File: src/rtl/ks_control_unit_pkg.sv
// Shared types for the K&S control unit: the instruction decode that data_path
// presents to the sequencer.
package ks_control_unit_pkg;

  typedef enum logic [4:0] {
    I_NOP    = 5'd0,
    I_LOAD   = 5'd1,
    I_STORE  = 5'd2,
    I_MOVE   = 5'd3,
    I_ADD    = 5'd4,
    I_SUB    = 5'd5,
    I_AND    = 5'd6,
    I_OR     = 5'd7,
    I_BRANCH = 5'd8,
    I_BZERO  = 5'd9,
    I_BNZERO = 5'd10,
    I_BNEG   = 5'd11,
    I_BNNEG  = 5'd12,
    I_BOV    = 5'd13,
    I_BNOV   = 5'd14,
    I_HALT   = 5'd15
  } decoded_instruction_type;

endpackage

File: src/rtl/ks_control_unit.sv
// Multi-cycle sequencer for the K&S data_path: fetch, decode, execute and
// branch resolution, with run/halt control and a retired-instruction counter.
module ks_control_unit
  import ks_control_unit_pkg::*;
#(
  parameter int CNT_W = 16
) (
  input  logic                    clk,
  input  logic                    rst,
  input  logic                    run,
  input  decoded_instruction_type decoded_instruction,
  input  logic                    zero_op,
  input  logic                    neg_op,
  input  logic                    unsigned_overflow,
  input  logic                    signed_overflow,
  output logic                    branch,
  output logic                    pc_enable,
  output logic                    ir_enable,
  output logic                    addr_sel,
  output logic                    c_sel,
  output logic [1:0]              operation,
  output logic                    write_reg_enable,
  output logic                    flags_reg_enable,
  output logic                    ram_write_enable,
  output logic                    halted,
  output logic [CNT_W-1:0]        instr_count
);

  typedef enum logic [2:0] {
    FETCH    = 3'd0,
    DECODE   = 3'd1,
    EXEC_LD  = 3'd2,
    EXEC_ST  = 3'd3,
    EXEC_ALU = 3'd4,
    EXEC_BR  = 3'd5,
    HALT     = 3'd6
  } state_t;

  state_t     state;
  logic [1:0] alu_op;
  logic       alu_flags;
  logic       unused_signed_overflow;

  // No branch condition tests signed overflow; the flag is accepted for
  // interface completeness only.
  assign unused_signed_overflow = signed_overflow;

  function automatic logic branch_taken(input decoded_instruction_type ins,
                                        input logic z, input logic n,
                                        input logic c);
    logic taken;
    taken = 1'b0;
    case (ins)
      I_BRANCH: taken = 1'b1;
      I_BZERO:  taken = z;
      I_BNZERO: taken = ~z;
      I_BNEG:   taken = n;
      I_BNNEG:  taken = ~n;
      I_BOV:    taken = c;
      I_BNOV:   taken = ~c;
      default:  taken = 1'b0;
    endcase
    return taken;
  endfunction

  // ALU operation and flag-enable are captured at DECODE so EXEC_ALU drives
  // them from state alone.
  always_ff @(posedge clk) begin
    if (rst) begin
      state       <= FETCH;
      instr_count <= '0;
      alu_op      <= 2'b00;
      alu_flags   <= 1'b0;
    end else begin
      case (state)
        FETCH: begin
          if (run) state <= DECODE;
        end
        DECODE: begin
          case (decoded_instruction)
            I_LOAD:  state <= EXEC_LD;
            I_STORE: state <= EXEC_ST;
            I_ADD: begin
              state     <= EXEC_ALU;
              alu_op    <= 2'b00;
              alu_flags <= 1'b1;
            end
            I_AND: begin
              state     <= EXEC_ALU;
              alu_op    <= 2'b01;
              alu_flags <= 1'b1;
            end
            I_OR: begin
              state     <= EXEC_ALU;
              alu_op    <= 2'b10;
              alu_flags <= 1'b1;
            end
            I_SUB: begin
              state     <= EXEC_ALU;
              alu_op    <= 2'b11;
              alu_flags <= 1'b1;
            end
            I_MOVE: begin
              state     <= EXEC_ALU;
              alu_op    <= 2'b10;
              alu_flags <= 1'b0;
            end
            I_BRANCH, I_BZERO, I_BNZERO, I_BNEG, I_BNNEG, I_BOV, I_BNOV:
              state <= EXEC_BR;
            I_HALT: begin
              state       <= HALT;
              instr_count <= instr_count + CNT_W'(1);
            end
            default: begin
              state       <= FETCH;
              instr_count <= instr_count + CNT_W'(1);
            end
          endcase
        end
        EXEC_LD, EXEC_ST, EXEC_ALU, EXEC_BR: begin
          state       <= FETCH;
          instr_count <= instr_count + CNT_W'(1);
        end
        HALT: state <= HALT;
        default: state <= FETCH;
      endcase
    end
  end

  // Outputs decode the current state; run and the flags are sampled in the
  // same cycle they act on. A reset cycle looks like an idle FETCH.
  always_comb begin
    branch           = 1'b0;
    pc_enable        = 1'b0;
    ir_enable        = 1'b0;
    addr_sel         = 1'b1;
    c_sel            = 1'b0;
    operation        = 2'b00;
    write_reg_enable = 1'b0;
    flags_reg_enable = 1'b0;
    ram_write_enable = 1'b0;
    halted           = 1'b0;
    if (!rst) begin
      case (state)
        FETCH: begin
          if (run) begin
            ir_enable = 1'b1;
            pc_enable = 1'b1;
          end
        end
        EXEC_LD: begin
          addr_sel         = 1'b0;
          c_sel            = 1'b1;
          write_reg_enable = 1'b1;
        end
        EXEC_ST: begin
          addr_sel         = 1'b0;
          ram_write_enable = 1'b1;
        end
        EXEC_ALU: begin
          write_reg_enable = 1'b1;
          operation        = alu_op;
          flags_reg_enable = alu_flags;
        end
        EXEC_BR: begin
          addr_sel = 1'b0;
          if (branch_taken(decoded_instruction, zero_op, neg_op,
                           unsigned_overflow)) begin
            pc_enable = 1'b1;
            branch    = 1'b1;
          end
        end
        HALT: halted = 1'b1;
        default: ;
      endcase
    end
  end

endmodule

File: config.mk
export PLATFORM = sky130hd
export DESIGN_NAME = ks_control_unit
export DESIGN_NICKNAME = d
export VERILOG_FILES = /design/src/rtl/ks_control_unit_pkg.sv /design/src/rtl/ks_control_unit.sv
export SDC_FILE = /design/constraint.sdc
export NUM_CORES = 1
export LEC_CHECK = 0
export CORE_MARGIN = 2
export CORE_UTILIZATION = 25
export DETAILED_ROUTE_END_ITERATION = 16
export GPL_TIMING_DRIVEN = 1
export PLACE_DENSITY_LB_ADDON = 0.08
export SYNTH_ARGS = -nofsm -noshare
export SYNTH_HDL_FRONTEND = slang
export SYNTH_SLANG_ARGS = --single-unit
File: constraint.sdc
create_clock -name clk -period 4.22 [get_ports clk]
set_clock_uncertainty 0.2 [all_clocks]
set_input_delay 0.422 -clock clk [delete_from_list [all_inputs] [get_ports clk]]
set_output_delay 0.422 -clock clk [all_outputs]
set_load 0.1 [all_outputs]
* Word level (Yosys, flattened, before mapping)
Cells that the tools add are included.
Word-level totals: flip-flop bits (word level) 22, input bits 12, output and inout bits 27, word-level logic and storage cells 78
Operators by class: $add $sub $neg 1, equal/unequal tests 23, mux-type cells 32, bitwise gates (word level) 3, reductions and logical operators 15
Operators by type and width (number):
- $eq 5x4->1 const B | 8
- $pmux 16 s2 | 1
- $mux 1 | 21
- $eq 5x3->1 const B | 4
- $add 16x1->16 const B | 1
- $mux 16 | 1
- $pmux 3 s5 | 1
- $reduce_or 14->1 | 1
- $eq 5x2->1 const B | 2
- $eq 3x3->1 const B | 3
- $pmux 3 s3 | 1
- $pmux 2 s4 | 1
- $reduce_or 4->1 | 2
- $pmux 1 s7 | 1
- $reduce_or 7->1 | 1
- $eq 3x2->1 const B | 2
- $reduce_and 2->1 | 3
- $eq 5x1->1 const B | 1
- $reduce_or 5->1 | 1
- $mux 2 | 2
- $ne 2x2->1 const B | 2
- $pmux 1 s2 | 2
- $reduce_bool 2->1 | 2
- $reduce_bool 4->1 | 1
- other kinds (6) | 9

* Depth between registers and ports, before layout
depth after elaboration 7, mapped depth 8

* Least setup slack after synthesis
No wires, ideal clock.
path kind reg-to-output, from register state[2], to output port operation[0], arrival 3.587 ns, required time 3.598 ns, path slack 0.011 ns, stages on the path, launching flop included 4, path buffers 1, cell sequence dfxtp_1 clkbuf_1 nand2b_1 nor4_1
Between the ends: cells in the longest elaborated chain, start to end 3
Ends and longest elaborated chain:
- start: declaration | line ks_control_unit.sv:39 | state_t state;
- start signal: assignment | line ks_control_unit.sv:70 | state <= FETCH;
- start signal: assignment | line ks_control_unit.sv:77 | if (run) state <= DECODE;
- start signal: assignment | line ks_control_unit.sv:81 | I_LOAD: state <= EXEC_LD;
- $eq 3x3->1 | line ks_control_unit.sv:144 | case (state)
- $mux 2 | line ks_control_unit.sv:144
- $mux 2 | line ks_control_unit.sv:143 | if (!rst) begin
- end: declaration | line ks_control_unit.sv:21 | output logic [1:0] operation,
No other way between the ends.

* Worst setup path in the final report
from input port decoded_instruction[2], to output port pc_enable
Between the ends: cells in the longest elaborated chain, start to end 7, elaborated cells between the ends (all ways) 13
Ends and longest elaborated chain:
- start: declaration | line ks_control_unit.sv:11 | input decoded_instruction_type decoded_instruction,
- $eq 5x4->1 | line ks_control_unit.sv:53 | case (ins)
- $pmux 1 s7 (*) | line ks_control_unit.sv:53
- $mux 1 (*) | line ks_control_unit.sv:144
- $mux 1 (*) | line ks_control_unit.sv:143
- $mux 1 (*) | line ks_control_unit.sv:167 | if (branch_taken(decoded_instruction, zero_op, neg_op,
- $pmux 1 s2 (*) | line ks_control_unit.sv:144
- $mux 1 (*) | line ks_control_unit.sv:143
- end: declaration | line ks_control_unit.sv:17 | output logic pc_enable,
Every way passes the cells marked *; elsewhere a longest branch is shown, timed or not. The select of a mux whose other input is x is not followed.

==> out/metrics.csv <==
stage;metric;value;unit
cts;clockBufferDepth;2;
synth;ys_seq_area_share;30.6;%
cts;cts_setup_buffers;0;
die;core_area;0.00554;sq mm
sta;relSlewSlack;35.1;%
cts;cts_sinks;22;
layout;layout.nets;224;
cts;cts_root_buf;clkbuf_8;
critical_path;crit_type;input pin to primary output;
layout;antenna_cells;0;
pwr;power_density;274;mW/mm^2
cts;cts_tree;yes;
cts;ctsHoldBuffers;0;
sta;tightest_slew;0.970;ns
die;die_h;79.8;um
sta;period_needed;2.89;ns
layout;fillerInstances;603;
synth;synth_edf_count;0;
die;fp.dieArea;0.00637;sq mm
synth;synth-seq-cells;22;
place;placedCellCount;278;
critical_path;worstSetupEndpointType;primary output;
route;detail-route-antenna-nets;0;
sta;finalSetupViolCount;0;
sta;drv_slew;0;
die;die_x;79.8;um
die;rows;27;
cts;ctsHtreeMaxLevel;1;
sta;fin_setup_tns;0;ns
critical_path;worstPathArrival;2.27;ns
hold_path;hold_path_class;flop to flop;
place;gp_congestion;0.714;
route;drt-pass1-iter-count;4;
grt;first_global_vias;1284;
die;io_pins;39;
layout;finalNonFillerCells;282;
place;dp_hpwl;2690;um
grt;gr-usage-all-layers;11.8;%
sta;hold_violations;0;
grt;grt_antenna_before_repair;0;
cts;clkTransAtPathRegs;0.09;ns
synth;syn-num-nets;198;
grt;gr-total-overflow;0;
layout;area_delta_synth_final;29.3;%
route;viasPerCell;5.00;
synth;avgSynthCellArea;7.77;sq um
cts;clkLatencyLatePin;0.27;ns
synth;synth_cell_types;43;
synth;yosys_warnings;0;
route;drcViolationCount;0;
cts;numCtsBuffers;3;
sta;rsz0062_at_grt;no;
route;drt_iter0_drc;48;
synth;synth_area;0.00144;sq mm
pwr;p_leak;0.000644;uW
sta;max_freq;346;MHz
synth;netlist_instances;185;
route;vias;1410;
grt;grt_max_degree;25;
critical_path;cp.required;3.60;ns
route;routedWlPerCell;13.1;um
place;port-buffer-count;37;
synth;ys.flop_type;dfxtp_1;
sta;finalCritPeriodShare;68.5;%
die;initial_core_util;25.9;%
critical_path;path_max_fanout;13;
place;place_ws;1.15;ns
critical_path;critPathLaunchType;input pin;
grt;grt_pass1_wl;6090;um
layout;drive_above_1_share;11.0;%
pwr;max-vdd-ir-drop;149;uV
sta;setup_ws;1.33;ns
route;wl;3710;um
cts;postCtsResizedCells;0;
run;timing.max_cap.violations;0;
synth;synthArstFlopShare;0;%
outcome;outcome;finished clean;
where the power goes:
group / internal, uW / switching, uW
Sequential: 211 / 6.22
Combinational: 29.5 / 61.4
Clock: 127 / 74.2
Total: 367 / 142
registers in the layout (all words and copies together) (netlist names):
register and flops:
instr_count 16, state 3, alu_op 2, alu_flags 1
path summary, 6_finish.rpt:
kind / endpoint / slack [ns] / depth (start not counted) / startpoint
max: pc_enable / 1.33 / 6 / decoded_instruction[2]
min: alu_op[0] / 0.29 / 2 / alu_op[0]
max reg2reg: instr_count[15] / 1.76 / 4 / state[2]
min reg2reg: alu_op[0] / 0.29 / 2 / alu_op[0]
per-stage QoR:
stage	utilization, %	hold slack, ns	cell area, sq um	power (uW)
global placement	32.3	0.277	1790	312
global route	33.6	0.316	1860	530
floorplan	-	0.238	1440	293
finish	33.6	0.289	1860	509
CTS	33.6	0.295	1860	514
detailed placement	32.3	0.281	1790	313
placed cells by master, fill, tap and decap left out, types with 2 or more instances in the layout:
cell             netlist  final
nand4_1                4      4
o21ai_0                7      7
and4_1                 2      2
dfxtp_1               22     22
and2_1                 2      2
nand2_1                9      9
and3_1                 4      4
nand2b_1               4      4
inv_1                  4      4
a21o_1                 2      2
a22oi_1                2      2
mux2_1                 3      3
o31ai_1                8      8
mux2_2                 3      3
nor4b_1                2      2
nor2b_1               10     10
nand3b_1               3      3
or4_1                  8      8
clkdlybuf4s50_1        0     26
nor2_1                17     17
a21oi_1               15     15
nor4_1                 3      3
nand3_1               12     12
buf_4                  0     12
clkbuf_8               0      3
nor3_1                 6      6
critical path: stages:
cell and delay (ns):
clkdlybuf4s50_1 0.61, nor2b_1 0.24, a221oi_1 0.30, a21oi_1 0.10, o31ai_1 0.27, buf_4 0.33
final cells by class:
cell class / count / area [sq um] / area share [%]
Sequential cell: 22 / 440 / 23.7
Multi-Input combinational cell: 142 / 892 / 48.0
Clock inverter: 1 / 30.0 / 1.62
Inverter: 4 / 15.0 / 0.808
Clock buffer: 3 / 41.3 / 2.22
Tap cell: 72 / 90.1 / 4.85
Timing Repair Buffer: 38 / 350 / 18.8
logic make-up (layout without fill, tap and decap cells):
kind of cell	count (synthesis)	after routing	synth area share (%)
compound gates	41	41	18.0
xor+xnor	1	1	0.609
fa+ha+maj	1	1	0.870
buf+inv	21	46	7.31
flops	22	22	30.6
mux	7	7	5.40
simple gates	92	92	37.2
layer usage:
metal  vias to the layer above  track usage, %  routed length [um]
li1                        737               -                   -
met1                       648            16.1                1790
met2                        23            19.3                1770
met3                         2            2.83                 126
met4                         0            1.53                  13
met5                         -               0                   0
cell usage after synthesis, drive strengths merged (2+ instances only):
| cell | number | area share (%) |
|---|---|---|
| dfxtp | 22 | 31 |
| nor3 | 6 | 2.1 |
| o31ai | 8 | 4.2 |
| inv | 4 | 1.0 |
| nor4 | 3 | 1.3 |
| and4 | 2 | 1.2 |
| nor4b | 3 | 2.3 |
| or4 | 8 | 4.2 |
| nand4 | 4 | 1.7 |
| buf | 10 | 4.4 |
| nand3b | 3 | 1.6 |
| mux2 | 6 | 4.7 |
| a21oi | 15 | 5.2 |
| and3 | 5 | 2.5 |
| a21o | 2 | 1.0 |
| a22oi | 2 | 1.0 |
| and2 | 2 | 0.87 |
| clkbuf | 7 | 1.8 |
| nand2 | 9 | 2.3 |
| nand3 | 12 | 4.2 |
| nor2 | 17 | 4.4 |
| o21ai | 7 | 2.4 |
| nand2b | 4 | 1.7 |
| nor2b | 10 | 4.4 |
No activity file was read; power rests on OpenSTA's default activity.
==> RTL edit 1 (config.mk and constraints unchanged) <==
The 7 states of `state_t` get a one-hot encoding in 7 bits.
--- a/src/rtl/ks_control_unit.sv
+++ b/src/rtl/ks_control_unit.sv
@@ -26,14 +26,14 @@
   output logic [CNT_W-1:0]        instr_count
 );
 
-  typedef enum logic [2:0] {
-    FETCH    = 3'd0,
-    DECODE   = 3'd1,
-    EXEC_LD  = 3'd2,
-    EXEC_ST  = 3'd3,
-    EXEC_ALU = 3'd4,
-    EXEC_BR  = 3'd5,
-    HALT     = 3'd6
+  typedef enum logic [6:0] {
+    FETCH    = 7'b0000001,
+    DECODE   = 7'b0000010,
+    EXEC_LD  = 7'b0000100,
+    EXEC_ST  = 7'b0001000,
+    EXEC_ALU = 7'b0010000,
+    EXEC_BR  = 7'b0100000,
+    HALT     = 7'b1000000
   } state_t;
 
   state_t     state;
Formal check against the unedited RTL: no difference found for any inputs over 10 cycles, from zero or initial values and one cycle with rst high; not proved beyond that.
==> RTL edit 1 against the original RTL <==
  * Wire length rose by 7.9%
  * Power fell by 6.3%
  * Synthesized area rose by 0.70%
  * Clock power fell by 18%
  * Largest cell class unchanged
  * Fmax fell by 4.8%
  * Largest power group unchanged
  * Cell area rose by 2.9%
  * Sequential cell count rose by 4
  * Utilization rose by 0.97 points
  * Count of clock-buffer cells in the layout rose by 1
  * Sequential power rose by 16%
  * Worst setup slack got worse by 0.15 ns
==> RTL edit 1: results (changes against the original RTL) <==
[finish]
top_regs=instr_count (16), state (7), alu_op (2)
drive_gt1_share_pct=10.85  ; -0.10 points
fin_nets=226  ; +0.89%
stdcell_count=284  ; +0.71%

[synth]
synthTopCellsByArea=dfxtp_1 36%, a21oi_1 6.2%, o21ai_0 4.5%, nand2_1 3.6%, o31ai_1 3.6%
yosysUniqueCellTypes=39  ; -9.3%
synth_nets=194  ; -2.0%
yosysSeqAreaShare_pct=35.96  ; +5.3 points
yosys-top-cells-count=26 x dfxtp_1, 18 x a21oi_1, 14 x nand2_1
synth_area_per_cell_um2=7.998  ; +2.9%

[setup_path]
cp_slowest_cell=nor4_1
cp_max_fo=5  ; -8
crit_arrival_ns=2.42  ; +0.15 ns
max_stage_delay_ns=0.58  ; -0.03 ns
path_delay_family=simple AND/OR/NAND/NOR gates

[global_routing]
gr-usage-met3_pct=2.022  ; -0.81 points
grt_pass1_wl_mm=6.603  ; +8.5%
grtUsageTotal_pct=12.76  ; +0.96 points
globalRouteMet1Util_pct=16.53  ; +0.40 points
grt_pass1_vias=1426  ; +11%

[pwr]
peakVddDrop_mv=0.1195  ; -20%
swShare_pct=25.82  ; -2.0 points
p_leak_nw=0.6468  ; +0.46%

[outcome]
outcome=finished clean

[placed_design]
place_congestion=0.7419  ; +3.9%
hpwl_mm=2.934  ; +8.9%
pre_cts_ws_ns=1.117  ; -0.03611 ns

[sta]
tightest_slew_ns=0.9751  ; +0.004955 ns

[route]
wl_per_cell_um=14.08  ; +7.2%

[RTL edit 1: logic make-up (layout without fill, tap and decap cells)]
family,count (synthesis),after routing,synth area share [%]
buf+inv,17,48,5.099
fa+ha+maj,1,1,0.8642
flops,26,26,35.96
compound gates,49,49,20.66
mux,1,1,0.6915
xor+xnor,3,3,1.815
simple gates,84,84,34.92
[RTL edit 1: worst paths after layout]
path	start	to	slack, ns	depth (start not counted)
worst min-delay path	alu_op[1]	alu_op[1]	0.26	2
worst min register to register	alu_op[1]	alu_op[1]	0.26	2
worst max-delay path	rst	operation[1]	1.18	6
worst max register to register	state[2]	instr_count[14]	1.78	6
[RTL edit 1: worst register-to-register path, cell delays in order, from the launching register on]
cell and delay (ns):
dfxtp_1 0.38, nor4_4 0.48, nand3b_1 0.19, a2bb2oi_2 0.19, buf_4 0.23, or4_1 0.53, a21oi_1 0.17
[RTL edit 1: power groups by stage]
stage          Sequential, W  Combinational (W)  Clock, W
2_1_floorplan       0.000257          0.0000405         0
3_3_place_gp        0.000258          0.0000591         0
3_5_place_dp        0.000258          0.0000604         0
4_1_cts             0.000252          0.0000607  0.000173
5_1_grt             0.000253          0.0000648  0.000185
6_report            0.000252          0.0000609  0.000164
[RTL edit 1: area by class of cell]
| class | instances | share of cell area [%] |
|---|---|---|
| inverter | 5 | 0.9810 |
| multi-input combinational | 138 | 45.52 |
| sequential | 26 | 27.21 |
| clock buffer | 4 | 2.878 |
| timing repair buffer | 39 | 18.71 |
| tap | 72 | 4.709 |
[RTL edit 1: layer usage]
metal | share of wire, % | vias to the layer above
li1 | - | 745
met1 | 46 | 686
met2 | 48 | 36
met3 | 4.3 | 4
met4 | 1.0 | 0
met5 | 0 | -
[RTL edit 1: stage by stage]
step,cell area (µm²),hold slack (ns)
2_1_floorplan,1459,0.2273
3_3_place_gp,1858,0.2433
3_5_place_dp,1858,0.2468
4_1_cts,1913,0.2623
5_1_grt,1913,0.2958
6_report,1913,0.2587
==> RTL edit 2 (config.mk and constraints unchanged) <==
Made on the original files. Change the parameter `CNT_W` from 16 to 24.
--- a/src/rtl/ks_control_unit.sv
+++ b/src/rtl/ks_control_unit.sv
@@ -3,7 +3,7 @@
 module ks_control_unit
   import ks_control_unit_pkg::*;
 #(
-  parameter int CNT_W = 16
+  parameter int CNT_W = 24
 ) (
   input  logic                    clk,
   input  logic                    rst,
Interface: changed (resized instr_count); port bits go from 39 to 47. No check against the original RTL was run, so the function may have changed too.
==> RTL edit 2 against the original RTL <==
  * Synthesized area is 15% higher
  * Hold slack got worse by 0.036 ns
  * Wire length grew 16%
  * Critical path depth unchanged
  * Sequential cell count is 8 higher
  * Cell area up 19%
  * Count of clock-buffer cells in the layout rose by 2
  * Worst setup slack better by 0.0020 ns
  * Power grew 16%
  * Critical path type is now primary input to register
==> RTL edit 2: results (changes against the original RTL) <==
[finish]
stdcell_count=320  ; +13%
fill_cells=675  ; +12%
fin_nets=256  ; +14%

[pwr]
pwr-share-comb_pct=13.2  ; -4.7 points
swShare_pct=28.37  ; +0.52 points
p_leak_nw=0.7716  ; +20%
p_clk_w=0.000220  ; +9%
powerComb_w=0.0000775  ; -15%

[synth]
yosysSeqAreaShare_pct=36.45  ; +5.8 points
synth_area_per_cell_um2=8.239  ; +6.0%
yosys-top-cells-count=32 x nor2_1, 30 x dfxtp_1, 21 x xor2_1
yosysUniqueCellTypes=37  ; -14%

[setup_path]
path_delay_family=simple AND/OR/NAND/NOR gates
crit_arrival_ns=2.90  ; +0.63 ns
cp_max_fo=10  ; -3

[outcome]
outcome=finished clean

[global_routing]
grt_max_degree=34  ; +36%
grtUsageTotal_pct=12.07  ; +0.27 points
grt_pass1_vias=1427  ; +11%
grt_pass1_wl_mm=7.010  ; +15%

[route]
dr.first_iter.drc_count=60  ; +25%
wl_per_cell_um=13.38  ; +1.8%

[placed_design]
place_congestion=0.6922  ; -3.0%
port_buffers=45  ; +22%
dp.cells=313  ; +13%
pre_cts_ws_ns=1.010  ; -0.1429 ns

[clocking]
cts_made_buffers=5  ; +2

[sta]
tightest_slew_ns=0.9823  ; +0.01215 ns

RTL edit 2: changes by cell type in the layout (fill, tap and decap cells not counted), moves of 4 or more:
cell	unedited run	this run
a21oi_1	15	11
clkdlybuf4s50_1	26	34
dfxtp_1	22	30
nand3_1	12	2
nor2_1	17	32
nor2b_1	10	0
o2111ai_1	0	10
o211ai_1	0	5
o31ai_1	8	1
or4_1	8	0
xor2_1	0	21
RTL edit 2: worst paths after layout:
kind	from	end	slack, ns	depth (start not counted)
setup / recovery	decoded_instruction[1]	instr_count[10]	1.33	6
hold / removal	alu_op[1]	alu_op[1]	0.25	2
setup reg to reg	state[1]	instr_count[23]	1.74	5
hold reg to reg	alu_op[1]	alu_op[1]	0.25	2
RTL edit 2: cell type report:
cell class	count	area, µm²	share of cell area, %
Sequential cell	30	600.6	27.09
Clock buffer	5	68.82	3.104
Clock inverter	2	10.01	0.4515
Inverter	5	18.77	0.8465
Multi-Input combinational cell	153	977.2	44.07
Tap cell	77	96.34	4.345
Timing Repair Buffer	48	445.4	20.09
RTL edit 2: logic make-up after synthesis:
group | share of synthesized area [%]
flops | 36.45
xor+xnor | 11.16
mux | 1.822
simple gates | 23.61
compound gates | 21.64
buf+inv | 4.556
fa+ha+maj | 0.7592
RTL edit 2: metal layers:
layer  share of wire, %  wire, µm  global-route usage (%)
met1                 49      2100                   16.70
met2                 45      1934                   17.61
met3                5.1       218                   4.086
met4               0.68        29                   3.896
met5                  0         0                       0
RTL edit 2: per-stage QoR:
| stage | hold slack, ns | area [µm²] |
|---|---|---|
| 6_report | 0.2531 | 2217 |
| 3_3_place_gp | 0.2477 | 2138 |
| 5_1_grt | 0.2945 | 2217 |
| 3_5_place_dp | 0.2471 | 2138 |
| 4_1_cts | 0.2559 | 2217 |
| 2_1_floorplan | 0.2317 | 1653 |
